**src/rtl/axi_lite_master.sv**
```systemverilog
// AXI-lite master: turns one command at a time into an AXI-lite write or read,
// watches every handshake with a timeout, and returns a single response.
module axi_lite_master #(
  parameter int ADDR_W  = 32,
  parameter int DATA_W  = 32,
  parameter int TIMEOUT = 256
) (
  input  logic                clk,
  input  logic                rst,
  // command side
  input  logic                cmd_valid,
  output logic                cmd_ready,
  input  logic                cmd_wr,
  input  logic [ADDR_W-1:0]   cmd_addr,
  input  logic [DATA_W-1:0]   cmd_wdata,
  input  logic [DATA_W/8-1:0] cmd_wstrb,
  // response side
  output logic                rsp_valid,
  input  logic                rsp_ready,
  output logic [DATA_W-1:0]   rsp_rdata,
  output logic [1:0]          rsp_resp,
  output logic                rsp_timeout,
  // AXI-lite write address / data / response
  output logic                awvalid,
  input  logic                awready,
  output logic [ADDR_W-1:0]   awaddr,
  output logic                wvalid,
  input  logic                wready,
  output logic [DATA_W-1:0]   wdata,
  output logic [DATA_W/8-1:0] wstrb,
  input  logic                bvalid,
  output logic                bready,
  input  logic [1:0]          bresp,
  // AXI-lite read address / data
  output logic                arvalid,
  input  logic                arready,
  output logic [ADDR_W-1:0]   araddr,
  input  logic                rvalid,
  output logic                rready,
  input  logic [DATA_W-1:0]   rdata,
  input  logic [1:0]          rresp
);

  localparam int CNT_W = $clog2(TIMEOUT);
  localparam logic [CNT_W-1:0] CNT_LAST = CNT_W'(TIMEOUT - 1);

  typedef enum logic [2:0] {
    IDLE,
    WRITE,
    WRESP,
    RADDR,
    RDATA,
    RESP
  } state_t;

  state_t                r_state;
  state_t                w_next;
  logic [ADDR_W-1:0]     r_addr;
  logic [DATA_W-1:0]     r_wdata;
  logic [DATA_W/8-1:0]   r_wstrb;
  logic                  r_awDone;
  logic                  r_wDone;
  logic [CNT_W-1:0]      r_count;
  logic [DATA_W-1:0]     r_rspRdata;
  logic [1:0]            r_rspResp;
  logic                  r_rspTimeout;

  logic                  w_accept;
  logic                  w_awHs;
  logic                  w_wHs;
  logic                  w_busy;
  logic                  w_done;
  logic                  w_timeout;

  // State register; reset abandons any transaction in flight
  always_ff @(posedge clk) begin
    if (rst) begin
      r_state <= IDLE;
    end else begin
      r_state <= w_next;
    end
  end

  // Next-state logic, including the timeout escape from every AXI wait state
  always_comb begin
    w_next = r_state;
    w_done = 1'b0;
    case (r_state)
      IDLE: begin
        if (w_accept) begin
          w_next = cmd_wr ? WRITE : RADDR;
        end
      end
      WRITE: begin
        w_done = (r_awDone || w_awHs) && (r_wDone || w_wHs);
        if (w_done) begin
          w_next = WRESP;
        end
      end
      WRESP: begin
        w_done = bvalid;
        if (w_done) begin
          w_next = RESP;
        end
      end
      RADDR: begin
        w_done = arready;
        if (w_done) begin
          w_next = RDATA;
        end
      end
      RDATA: begin
        w_done = rvalid;
        if (w_done) begin
          w_next = RESP;
        end
      end
      RESP: begin
        if (rsp_ready) begin
          w_next = IDLE;
        end
      end
      default: w_next = IDLE;
    endcase
    w_timeout = w_busy && !w_done && (r_count == CNT_LAST);
    if (w_timeout) begin
      w_next = RESP;
    end
  end

  // Output decode: valids/readies come straight from state and per-channel done flags
  always_comb begin
    w_busy      = (r_state == WRITE) || (r_state == WRESP) ||
                  (r_state == RADDR) || (r_state == RDATA);
    cmd_ready   = (r_state == IDLE) && !rst;
    w_accept    = cmd_valid && cmd_ready;
    awvalid     = (r_state == WRITE) && !r_awDone;
    wvalid      = (r_state == WRITE) && !r_wDone;
    bready      = (r_state == WRESP);
    arvalid     = (r_state == RADDR);
    rready      = (r_state == RDATA);
    rsp_valid   = (r_state == RESP);
    w_awHs      = awvalid && awready;
    w_wHs       = wvalid && wready;
    awaddr      = r_addr;
    araddr      = r_addr;
    wdata       = r_wdata;
    wstrb       = r_wstrb;
    rsp_rdata   = r_rspRdata;
    rsp_resp    = r_rspResp;
    rsp_timeout = r_rspTimeout;
  end

  // Datapath: command capture, handshake tracking, timeout counter, response capture
  always_ff @(posedge clk) begin
    if (rst) begin
      r_addr       <= '0;
      r_wdata      <= '0;
      r_wstrb      <= '0;
      r_awDone     <= 1'b0;
      r_wDone      <= 1'b0;
      r_count      <= '0;
      r_rspRdata   <= '0;
      r_rspResp    <= 2'b00;
      r_rspTimeout <= 1'b0;
    end else begin
      if (w_accept) begin
        r_addr   <= cmd_addr;
        r_wdata  <= cmd_wdata;
        r_wstrb  <= cmd_wstrb;
        r_awDone <= 1'b0;
        r_wDone  <= 1'b0;
      end
      if (w_awHs) begin
        r_awDone <= 1'b1;
      end
      if (w_wHs) begin
        r_wDone <= 1'b1;
      end
      if (w_busy && (w_next == r_state)) begin
        r_count <= r_count + CNT_W'(1);
      end else begin
        r_count <= '0;
      end
      if (w_timeout) begin
        r_rspRdata   <= '0;
        r_rspResp    <= 2'b10;
        r_rspTimeout <= 1'b1;
      end else if ((r_state == WRESP) && bvalid) begin
        r_rspRdata   <= '0;
        r_rspResp    <= bresp;
        r_rspTimeout <= 1'b0;
      end else if ((r_state == RDATA) && rvalid) begin
        r_rspRdata   <= rdata;
        r_rspResp    <= rresp;
        r_rspTimeout <= 1'b0;
      end else if ((r_state == RESP) && rsp_ready) begin
        r_rspRdata   <= '0;
        r_rspResp    <= 2'b00;
        r_rspTimeout <= 1'b0;
      end
    end
  end

endmodule

```
**config.mk**
```make
export PLATFORM = sky130hd
export DESIGN_NAME = axi_lite_master
export DESIGN_NICKNAME = d
export VERILOG_FILES = /design/src/rtl/axi_lite_master.sv
export SDC_FILE = /design/constraint.sdc
export NUM_CORES = 1
export LEC_CHECK = 0
export BUFFER_PORTS_ARGS = -buffer_cell sky130_fd_sc_hd__buf_2
export CORE_ASPECT_RATIO = 0.8
export CORE_MARGIN = 1.5
export CORE_UTILIZATION = 42
export CTS_CLUSTER_SIZE = 25
export DETAILED_ROUTE_END_ITERATION = 10
export MAX_ROUTING_LAYER = met4
export PLACE_DENSITY = 0.82
export SLEW_MARGIN = 20
export SYNTH_ARGS = -nofsm -noshare
export SYNTH_HDL_FRONTEND = slang
export SYNTH_SLANG_ARGS = --single-unit
```
**constraint.sdc**
```tcl
create_clock -name clk -period 4.2 [get_ports clk]
set_clock_uncertainty 0.1 [all_clocks]
set_input_delay 1.26 -clock clk [delete_from_list [all_inputs] [get_ports clk]]
set_output_delay 1.26 -clock clk [all_outputs]
set_load 0.01 [all_outputs]
```
==> key figures, run 1 <==
Outcome
  – Run status: finished clean

Timing
  – Final worst slack: 0.926 ns
  – RSZ-0062 raised after global routing: false
  – Rel. slew slack: 0.388
  – Setup TNS Final: 0 ns
  – Slew at the pin closest to its max-slew limit: 0.912 ns
  – Min Tclk post-route: 3.27 ns
  – Final hold vios: 0
  – Tcrit/Tclk final: 0.780
  – Final Slew Violations: 0
  – Setup violations, final: 0
  – Fmax achieved: 305 MHz

Logic synthesis
  – Net count after synthesis: 667
  – Dominant cell type by area after synthesis: dfxtp_1
  – Post-Synth XOR/XNOR Area: 0.0114
  – Mux contribution to synthesized area: 0.00461
  – Simple-gate portion of the synthesized area: 0.200
  – Synthesized area: 4610 sq um
  – Yosys cell types: 46
  – Primary FF master, synth: dfxtp_1
  – Post-Syn Instances: 552
  – Synth top area share: 0.504
  – Largest family of logic cells by synthesized area: simple AND/OR/NAND/NOR gates
  – Synth Register Bits: 116
  – Synth top area cells: dfxtp_1 (50%), nand2_1 (12%), a21oi_1 (8.1%)
  – Compound-gate portion of the synthesized area: 0.186
  – FFs w/ async S/R, synth: 0
  – Cell with the most instances after synthesis: nand2_1
  – Syn Area/Cell: 8.35 sq um
  – Ys Warns: 0
  – Synth Area in Adders: 0.00271
  – Post-synth EDFFs: 0
  – Post-synth top cells: nand2_1 (147), dfxtp_1 (116), a21oi_1 (75)
  – Seq/Total Area, Yosys: 0.504

Drt
  – Vias per cell: 4.77
  – DR WL/cell: 12.8 um
  – Total iterations of the first detailed-routing run: 4
  – DRC: 0
  – Initial drt markers: 211
  – Final wirelength: 11.8 mm
  – Vias: 4376
  – Antenna Violating Nets Remaining: 0

Critical path
  – Critical Path Most Common Cell: buf_2
  – Crit path launch type: input pin
  – Worst flop-to-flop path endpoint: r_count[1]
  – Crit. End Element: output port
  – Critical path cell sequence: buf_2 > nor4_2 > buf_2
  – Max FO, Critical Path: 11
  – Worst path required time: 2.84 ns
  – Worst setup path endpoint: cmd_ready
  – Reg-to-reg critical path startpoint: r_state[0]
  – Crit path launch: rst
  – CP peak stage delay: 0.27 ns
  – CP max stage cell: nor4_2
  – R2r setup slk: 1.62 ns
  – R2R depth: 5
  – Crit path DAT: 1.91 ns
  – Crit path kind: input pin to output port

Power and ir drop
  – Sw Share: 0.242
  – Switching pwr: 725 uW
  – Power Density: 473 nW/um^2
  – Clock Power Share: 0.490
  – P_int: 2270 uW
  – Worst IR Drop VDD: 0.312 mV
  – Sequential fraction of design power: 0.396
  – Leak pwr: 0.00301 uW
  – Combinational power share: 0.114

Placement
  – DP Area: 5720 sq um
  – DP HPWL: 8.17 mm
  – GPL Wtd Cong: 0.835
  – Place WS: 0.907 ns
  – IO buf count: 255

Layout
  – Footprint of the multi-input gates: 1870 sq um
  – Fin area: 6340 sq um
  – Ant diodes: 0
  – Layout cells sized above 1: 0.401
  – Fillers: 968
  – Final Util: 0.589
  – Layout Area Growth over Synthesis: 37.5%
  – Register area: 2320 sq um
  – # nets final: 876

Global routing
  – Largest net degree at the start of global routing: 71
  – Grt ovf: 0
  – GRT Total Usage: 0.209
  – First-pass GRT wire length: 19.1 mm
  – Vias in the first global route: 4033
  – Initial antenna violation count: 0

Job
  – Max-cap violation count: 0

Clock network
  – Resized cells post-CTS: 0
  – Clk root buf: clkbuf_16
  – CTS Buf Count: 17
  – Post-CTS setup buffers: 0
  – Later-pin clock latency in the skew report: 0.40 ns
  – CTS H-tree depth: 4
  – Post-CTS Hold Buffers: 0
  – CTS tree: yes
  – Worst-path clk slew: 0.05 ns
  – CTS max path bufs: 2
  – Sink Count: 116

Floorplan
  – Initial Util: 0.429
  – Ports: 256
  – Core ar.: 10800 sq um
  – Die ar.: 11600 sq um
  – Rows: 34
  – Chip height: 96.7 um
  – Die Wd: 120 um

Hold path
  – Hold crit path type: register to register
==> state kept, by name, indices dropped and copies added, names as in the netlist <==
register / flops
rsp_timeout: 1
rsp_rdata: 32
wdata: 32
wstrb: 4
r_awDone: 1
araddr: 32
rsp_resp: 2
r_count: 8
r_wDone: 1
r_state: 3
==> power by group through the flow <==
stage | Clock [uW] | Combinational [uW] | Sequential (uW)
after detailed placement | 0 | 342 | 1210
after global placement | 0 | 340 | 1210
after floorplan | 0 | 205 | 1220
final | 1470 | 341 | 1190
after global routing | 1560 | 378 | 1190
after CTS | 1510 | 344 | 1190
==> how the worst min path moves through the flow <==
stage,to,from,cells after the start
floorplan,wdata[0],wdata[0],2
global placement,wdata[7],wdata[7],2
detailed placement,wdata[0],wdata[0],2
CTS,wdata[0],wdata[0],2
global route,wstrb[1],wstrb[1],2
finish,wstrb[0],wstrb[0],2
==> layout make-up <==
cell class                      count  area share
Clock inverter                     11      0.0239
Clock buffer                       21      0.0742
Sequential cell                   116       0.366
Tap cell                          144      0.0284
Multi-Input combinational cell    362       0.295
Inverter                            3     0.00178
Timing Repair Buffer              261       0.210
==> cell usage in the layout (no fill, tap or decap), types with 4 or more instances in the layout <==
cell type and n:
a21oi_1 75, buf_4 5, dfxtp_1 116, clkbuf_16 17
buf_2 255, nor3_1 4, nand2_1 146, clkinvlp_4 4
a21oi_2 8, nor2_1 43, a22oi_1 33
==> per-layer routing <==
metal | vias to the layer above | global-route usage | part of all wire
met5 | - | - | 0
met4 | 0 | 0.0687 | 0.0093
met3 | 10 | 0.0501 | 0.060
met2 | 155 | 0.340 | 0.49
met1 | 1971 | 0.256 | 0.44
li1 | 2240 | - | -
==> through the flow <==
step	hold slack [ns]	cells	total power (uW)
after global placement	0.340	886	1550
after detailed placement	0.343	886	1550
after CTS	0.350	918	3040
after global routing	0.366	918	3130
final	0.347	918	3000
after floorplan	0.381	552	1430
==> worst max-delay path: cells and delay by family <==
kind	cells	cell delay, ns
buffers and inverters	2	0.38
AND/OR/NAND/NOR	1	0.27
==> cells by family (layout without fill, tap and decap cells) <==
logic type | count (synthesis) | after routing
flops | 116 | 116
mux | 2 | 2
simple gates | 220 | 220
fa+ha+maj | 1 | 1
compound gates | 133 | 133
xor+xnor | 6 | 6
buf+inv | 74 | 296
Note: power is estimated with default switching activity, not from simulation.
==> run 2, diff against run 1 <==
--- a/config.mk
+++ b/config.mk
@@ -8,7 +8,7 @@
 export BUFFER_PORTS_ARGS = -buffer_cell sky130_fd_sc_hd__buf_2
 export CORE_ASPECT_RATIO = 0.8
 export CORE_MARGIN = 1.5
-export CORE_UTILIZATION = 42
+export CORE_UTILIZATION = 40
 export CTS_CLUSTER_SIZE = 25
 export DETAILED_ROUTE_END_ITERATION = 10
 export MAX_ROUTING_LAYER = met4
==> constraint.sdc (replaced) <==
create_clock -name clk -period 2.9 [get_ports clk]
set_clock_uncertainty 0.1 [all_clocks]
set_input_delay 0.87 -clock clk [delete_from_list [all_inputs] [get_ports clk]]
set_output_delay 0.87 -clock clk [all_outputs]
set_load 0.01 [all_outputs]
==> key figures, run 2 (synthesis results as in run 1) <==
Outcome
  – Run status: finished clean

Hold path
  – Hold crit path type: register to register
  – Worst Hold End: wdata[25]
  – Hold Path Stages: 2
  – Min-delay src: wdata[25]

Critical path
  – R2r setup slk: 0.46 ns
  – Worst flop-to-flop path endpoint: r_count[1]
  – Crit path launch type: register
  – Top delay family on crit path: flip-flops
  – R2R depth: 5
  – Reg-to-reg critical path startpoint: r_state[1]
  – CP max stage cell: dfxtp_1
  – Worst Path Buf+Inv: 2
  – CP peak stage delay: 0.59 ns
  – Worst path required time: 1.93 ns
  – Crit path DAT: 1.68 ns
  – Critical path cell sequence: or3b_1 > inv_2 > buf_2
  – Crit. End Element: output port
  – Max FO, Critical Path: 14
  – Crit path kind: register to output port

Power and ir drop
  – Sw Share: 0.242
  – Total power: 4400 uW
  – Combinational power share: 0.115
  – P_int: 3340 uW
  – Leak pwr: 0.00303 uW
  – Power Density: 691 nW/um^2
  – Sequential fraction of design power: 0.391
  – Clock Power Share: 0.494
  – Switching pwr: 1060 uW
  – Worst IR Drop VDD: 0.333 mV

Placement
  – DP HPWL: 8.70 mm
  – Place WS: 0.211 ns
  – Placed cells: 890
  – IO buf count: 255
  – GPL Wtd Cong: 0.844

Global routing
  – Largest net degree at the start of global routing: 71
  – Vias in the first global route: 4150
  – First-pass GRT wire length: 19.3 mm
  – GRT Total Usage: 0.206
  – Grt ovf: 0
  – Initial antenna violation count: 0

Timing
  – Final hold vios: 0
  – Final worst slack: 0.253 ns
  – RSZ-0062 raised after global routing: false
  – Setup violations, final: 0
  – Min Tclk post-route: 2.65 ns
  – Fmax achieved: 378 MHz
  – Final Slew Violations: 0
  – Setup TNS Final: 0 ns
  – Tcrit/Tclk final: 0.913
  – Rel. slew slack: 0.527
  – Slew at the pin closest to its max-slew limit: 0.709 ns
  – WHS: 0.349 ns

Clock network
  – Later-pin clock latency in the skew report: 0.39 ns
  – CTS max path bufs: 2
  – CTS H-tree depth: 4
  – CTS Buf Count: 17
  – Post-CTS setup buffers: 0
  – Resized cells post-CTS: 0
  – Post-CTS Hold Buffers: 0
  – Clk root buf: clkbuf_16
  – Worst-path clk slew: 0.05 ns
  – CTS tree: yes
  – Sink Count: 116

Layout
  – Ant diodes: 0
  – Finished Layout Cells: 922
  – Layout cells sized above 1: 0.404
  – Layout Area Growth over Synthesis: 38.2%
  – # nets final: 880
  – Most frequent cells in the layout: buf_2 (255), nand2_1 (146), dfxtp_1 (116), a21oi_1 (75), nor2_1 (43)
  – Commonest non-fill, non-tap cell in the layout: buf_2

Drt
  – Vias: 4471
  – Total iterations of the first detailed-routing run: 4
  – DRC: 0
  – Initial drt markers: 221
  – DR WL/cell: 13.4 um
  – Met3 WL post-DR: 923 um
  – Vias per cell: 4.85
  – Highest metal used: met4
  – Post-Route M1 WL: 5.34 mm
  – Met2 WL: 5.87 mm
  – Final wirelength: 12.3 mm
  – Antenna Violating Nets Remaining: 0

Floorplan
  – Chip height: 99.0 um
  – Core ar.: 11100 sq um
  – Die ar.: 12200 sq um
  – Rows: 34
  – Ports: 256
  – Die Wd: 123 um
  – Initial Util: 0.417

Job
  – Max-cap violation count: 0
[run 2: cell types whose count changed in the layout (fill, tap and decap cells not counted), sizes merged]
cell,previous run,this run
buf,261,265
bufinv,3,4
clkbuf,21,19
clkinv,4,5
[run 2: stage by stage]
step	utilization	instance area, sq um
CTS	0.576	6370
global route	0.576	6370
detailed placement	0.520	5750
finish	0.576	6370
global placement	0.520	5750
floorplan	-	4610
[run 2: worst max-delay path by stage]
stage	from	endpoint	slack, ns	cells after the start
final	r_state[2]	rready	0.25	3
after global routing	r_state[2]	rready	0.17	3
after CTS	r_state[2]	rready	0.25	3
after detailed placement	arready	r_count[1]	0.21	6
after global placement	arready	r_count[1]	0.23	6
after floorplan	rst	r_count[2]	0.52	7
[run 2: power by group through the flow]
stage	logic, uW	clock network (uW)	registers (uW)
after floorplan	297	0	1770
after global placement	506	0	1750
after detailed placement	510	0	1750
after CTS	511	2220	1720
after global routing	560	2310	1730
final	505	2180	1720
[run 2: layout make-up]
cell class	instances	area (sq um)
clock buffers	19	443
clock inverters	13	183
fillers	1010	4690
inverters	3	11.3
multi-input cells	362	1870
flip-flops and latches	116	2320
well taps	144	180
repair buffers	265	1360
[run 2: worst reg2reg max path: stages (launching register included)]
cell and delay [ns]:
dfxtp_1 0.61, a21boi_0 0.20, o21ba_1 0.23, o221a_4 0.25
or4_1 0.75, a21oi_2 0.23
[run 2: metal layers]
layer / global-route usage / vias up
met5: - / -
met2: 0.332 / 191
li1: - / 2248
met3: 0.0492 / 21
met1: 0.247 / 2011
met4: 0.0813 / 0
==> run 3, diff against run 2 <==
--- a/config.mk
+++ b/config.mk
@@ -5,6 +5,7 @@
 export SDC_FILE = /design/constraint.sdc
 export NUM_CORES = 1
 export LEC_CHECK = 0
+export ABC_AREA = 1
 export BUFFER_PORTS_ARGS = -buffer_cell sky130_fd_sc_hd__buf_2
 export CORE_ASPECT_RATIO = 0.8
 export CORE_MARGIN = 1.5
@@ -12,7 +13,7 @@
 export CTS_CLUSTER_SIZE = 25
 export DETAILED_ROUTE_END_ITERATION = 10
 export MAX_ROUTING_LAYER = met4
-export PLACE_DENSITY = 0.82
+export PLACE_DENSITY = 0.83
 export SLEW_MARGIN = 20
 export SYNTH_ARGS = -nofsm -noshare
 export SYNTH_HDL_FRONTEND = slang
==> key figures, run 3 <==
Outcome
  – Run status: finished clean

Logic synthesis
  – Synth top area share: 0.515
  – Syn Area/Cell: 7.66 sq um
  – Cell with the most instances after synthesis: nand2_1
  – Seq/Total Area, Yosys: 0.515
  – Post-synth EDFFs: 0
  – Synth top area cells: dfxtp_1 (51%), nand2_1 (19%), a21oi_1 (12%)
  – Dominant cell type by area after synthesis: dfxtp_1
  – Yosys cell types: 28
  – Synthesized area: 4510 sq um
  – Net count after synthesis: 704
  – Synth Register Bits: 116
  – Post-synth top cells: nand2_1 (227), dfxtp_1 (116), a21oi_1 (107)
  – Primary FF master, synth: dfxtp_1
  – Ys Warns: 0
  – FFs w/ async S/R, synth: 0
  – Post-Syn Instances: 589

Clock network
  – Post-CTS setup buffers: 0
  – Worst-path clk slew: 0.06 ns
  – CTS tree: yes
  – CTS max path bufs: 2
  – Clk root buf: clkbuf_16
  – Post-CTS Hold Buffers: 0
  – Sink Count: 116
  – CTS H-tree depth: 4
  – Later-pin clock latency in the skew report: 0.39 ns
  – CTS Buf Count: 17
  – Resized cells post-CTS: 0

Critical path
  – CP peak stage delay: 0.54 ns
  – Critical path cell sequence: inv_2 > nor3_1 > buf_2
  – Crit path launch type: register
  – Crit path DAT: 1.59 ns
  – Worst path required time: 1.93 ns
  – Top delay family on crit path: flip-flops
  – Max FO, Critical Path: 7
  – Worst Path Buf+Inv: 2
  – Crit path kind: register to output port
  – Crit. End Element: output port
  – CP max stage cell: dfxtp_1

Timing
  – Final hold vios: 0
  – Slew at the pin closest to its max-slew limit: 0.897 ns
  – Setup violations, final: 0
  – Tcrit/Tclk final: 0.883
  – Setup TNS Final: 0 ns
  – Fmax achieved: 391 MHz
  – Min Tclk post-route: 2.56 ns
  – RSZ-0062 raised after global routing: false
  – Rel. slew slack: 0.401
  – Final Slew Violations: 0

Global routing
  – GRT Total Usage: 0.205
  – Grt ovf: 0
  – Vias in the first global route: 4170
  – Initial antenna violation count: 1
  – Largest net degree at the start of global routing: 71
  – First-pass GRT wire length: 19.1 mm

Floorplan
  – Die Wd: 122 um
  – Ports: 256
  – Die ar.: 11900 sq um
  – Chip height: 98.0 um
  – Core ar.: 10900 sq um
  – Rows: 34
  – Initial Util: 0.413

Layout
  – # nets final: 920
  – Most frequent cells in the layout: buf_2 (255), nand2_1 (227), dfxtp_1 (116), a21oi_1 (107), nor2_1 (18)
  – Layout cells sized above 1: 0.375
  – Fillers: 1026
  – Footprint of the multi-input gates: 1730 sq um
  – Register area: 2320 sq um
  – Layout Area Growth over Synthesis: 38.1%
  – Final Util: 0.570
  – Commonest non-fill, non-tap cell in the layout: buf_2

Power and ir drop
  – Worst IR Drop VDD: 0.353 mV
  – Leak pwr: 0.00301 uW
  – Power Density: 678 nW/um^2

Drt
  – Antenna Violating Nets Remaining: 0
  – Met3 WL post-DR: 894 um
  – Initial drt markers: 151
  – DRC: 0
  – DR WL/cell: 12.5 um
  – Post-Route M1 WL: 5.14 mm
  – Met2 WL: 5.81 mm
  – Vias: 4518
  – Highest metal used: met4
  – Vias per cell: 4.69
  – Final wirelength: 12.0 mm
  – Total iterations of the first detailed-routing run: 4

Hold path
  – Hold crit path type: register to register

Placement
  – GPL Wtd Cong: 0.872
  – DP HPWL: 8.56 mm
  – IO buf count: 255

Job
  – Max-cap violation count: 0
run 3: changes by cell type in the layout (fill, tap and decap cells not counted), moves of 8 or more:
cell / before / now
nor2_1: 43 / 18
nand2_1: 146 / 227
a21oi_1: 75 / 107
a21oi_2: 8 / 0
inv_1: 2 / 14
a22oi_1: 33 / 0
run 3: final cells by class:
cell class	count	share of cell area
flip-flops and latches	116	0.373
multi-input cells	389	0.278
repair buffers	261	0.216
clock buffers	17	0.0683
well taps	144	0.0289
clock inverters	15	0.0235
inverters	20	0.0120
diodes	1	0.000402
run 3: worst paths after layout:
kind                                  from      endpoint  slack, ns  cells after the start
worst max-delay path            r_state[1]        bready       0.34                      3
worst min-delay path            r_count[0]    r_count[0]       0.34                      1
worst max register to register  r_state[0]  rsp_rdata[0]       0.59                      6
worst min register to register  r_count[0]    r_count[0]       0.34                      1
run 3: cells by family after synthesis:
group,Yosys count,synth area share
adder cells (fa/ha/maj),1,0.00277
XOR/XNOR,6,0.0117
AND/OR/NAND/NOR,267,0.238
buffers and inverters,84,0.101
AO/OA/AOI/OAI,115,0.131
flip-flops,116,0.515
run 3: stage by stage:
step	setup slack [ns]	hold WS, ns	total power, uW	instance area, sq um	instances
finish	0.340	0.343	4220	6230	963
global route	0.233	0.378	4400	6230	963
CTS	0.331	0.350	4260	6230	962
detailed placement	0.389	0.338	2270	5660	930
global placement	0.477	0.331	2270	5660	930
floorplan	0.528	0.318	2070	4510	589
run 3: worst reg2reg max path, delay by kind of cell, from the launching register on:
family,cells,cell delay [ns]
AOI/OAI and AO/OA,2,0.61
DFF,1,0.56
and+or+nand+nor,4,0.94
run 3: where the power goes:
part / internal, uW / switching, uW / total, uW
registers: 1670 / 53.3 / 1720
logic: 211 / 302 / 513
clock network: 1200 / 787 / 1990
run 3: routing by layer:
metal	vias to the layer above	GRT usage
met1	2052	0.228
met3	19	0.0584
met5	-	-
met2	160	0.345
li1	2287	-
met4	0	0.0796
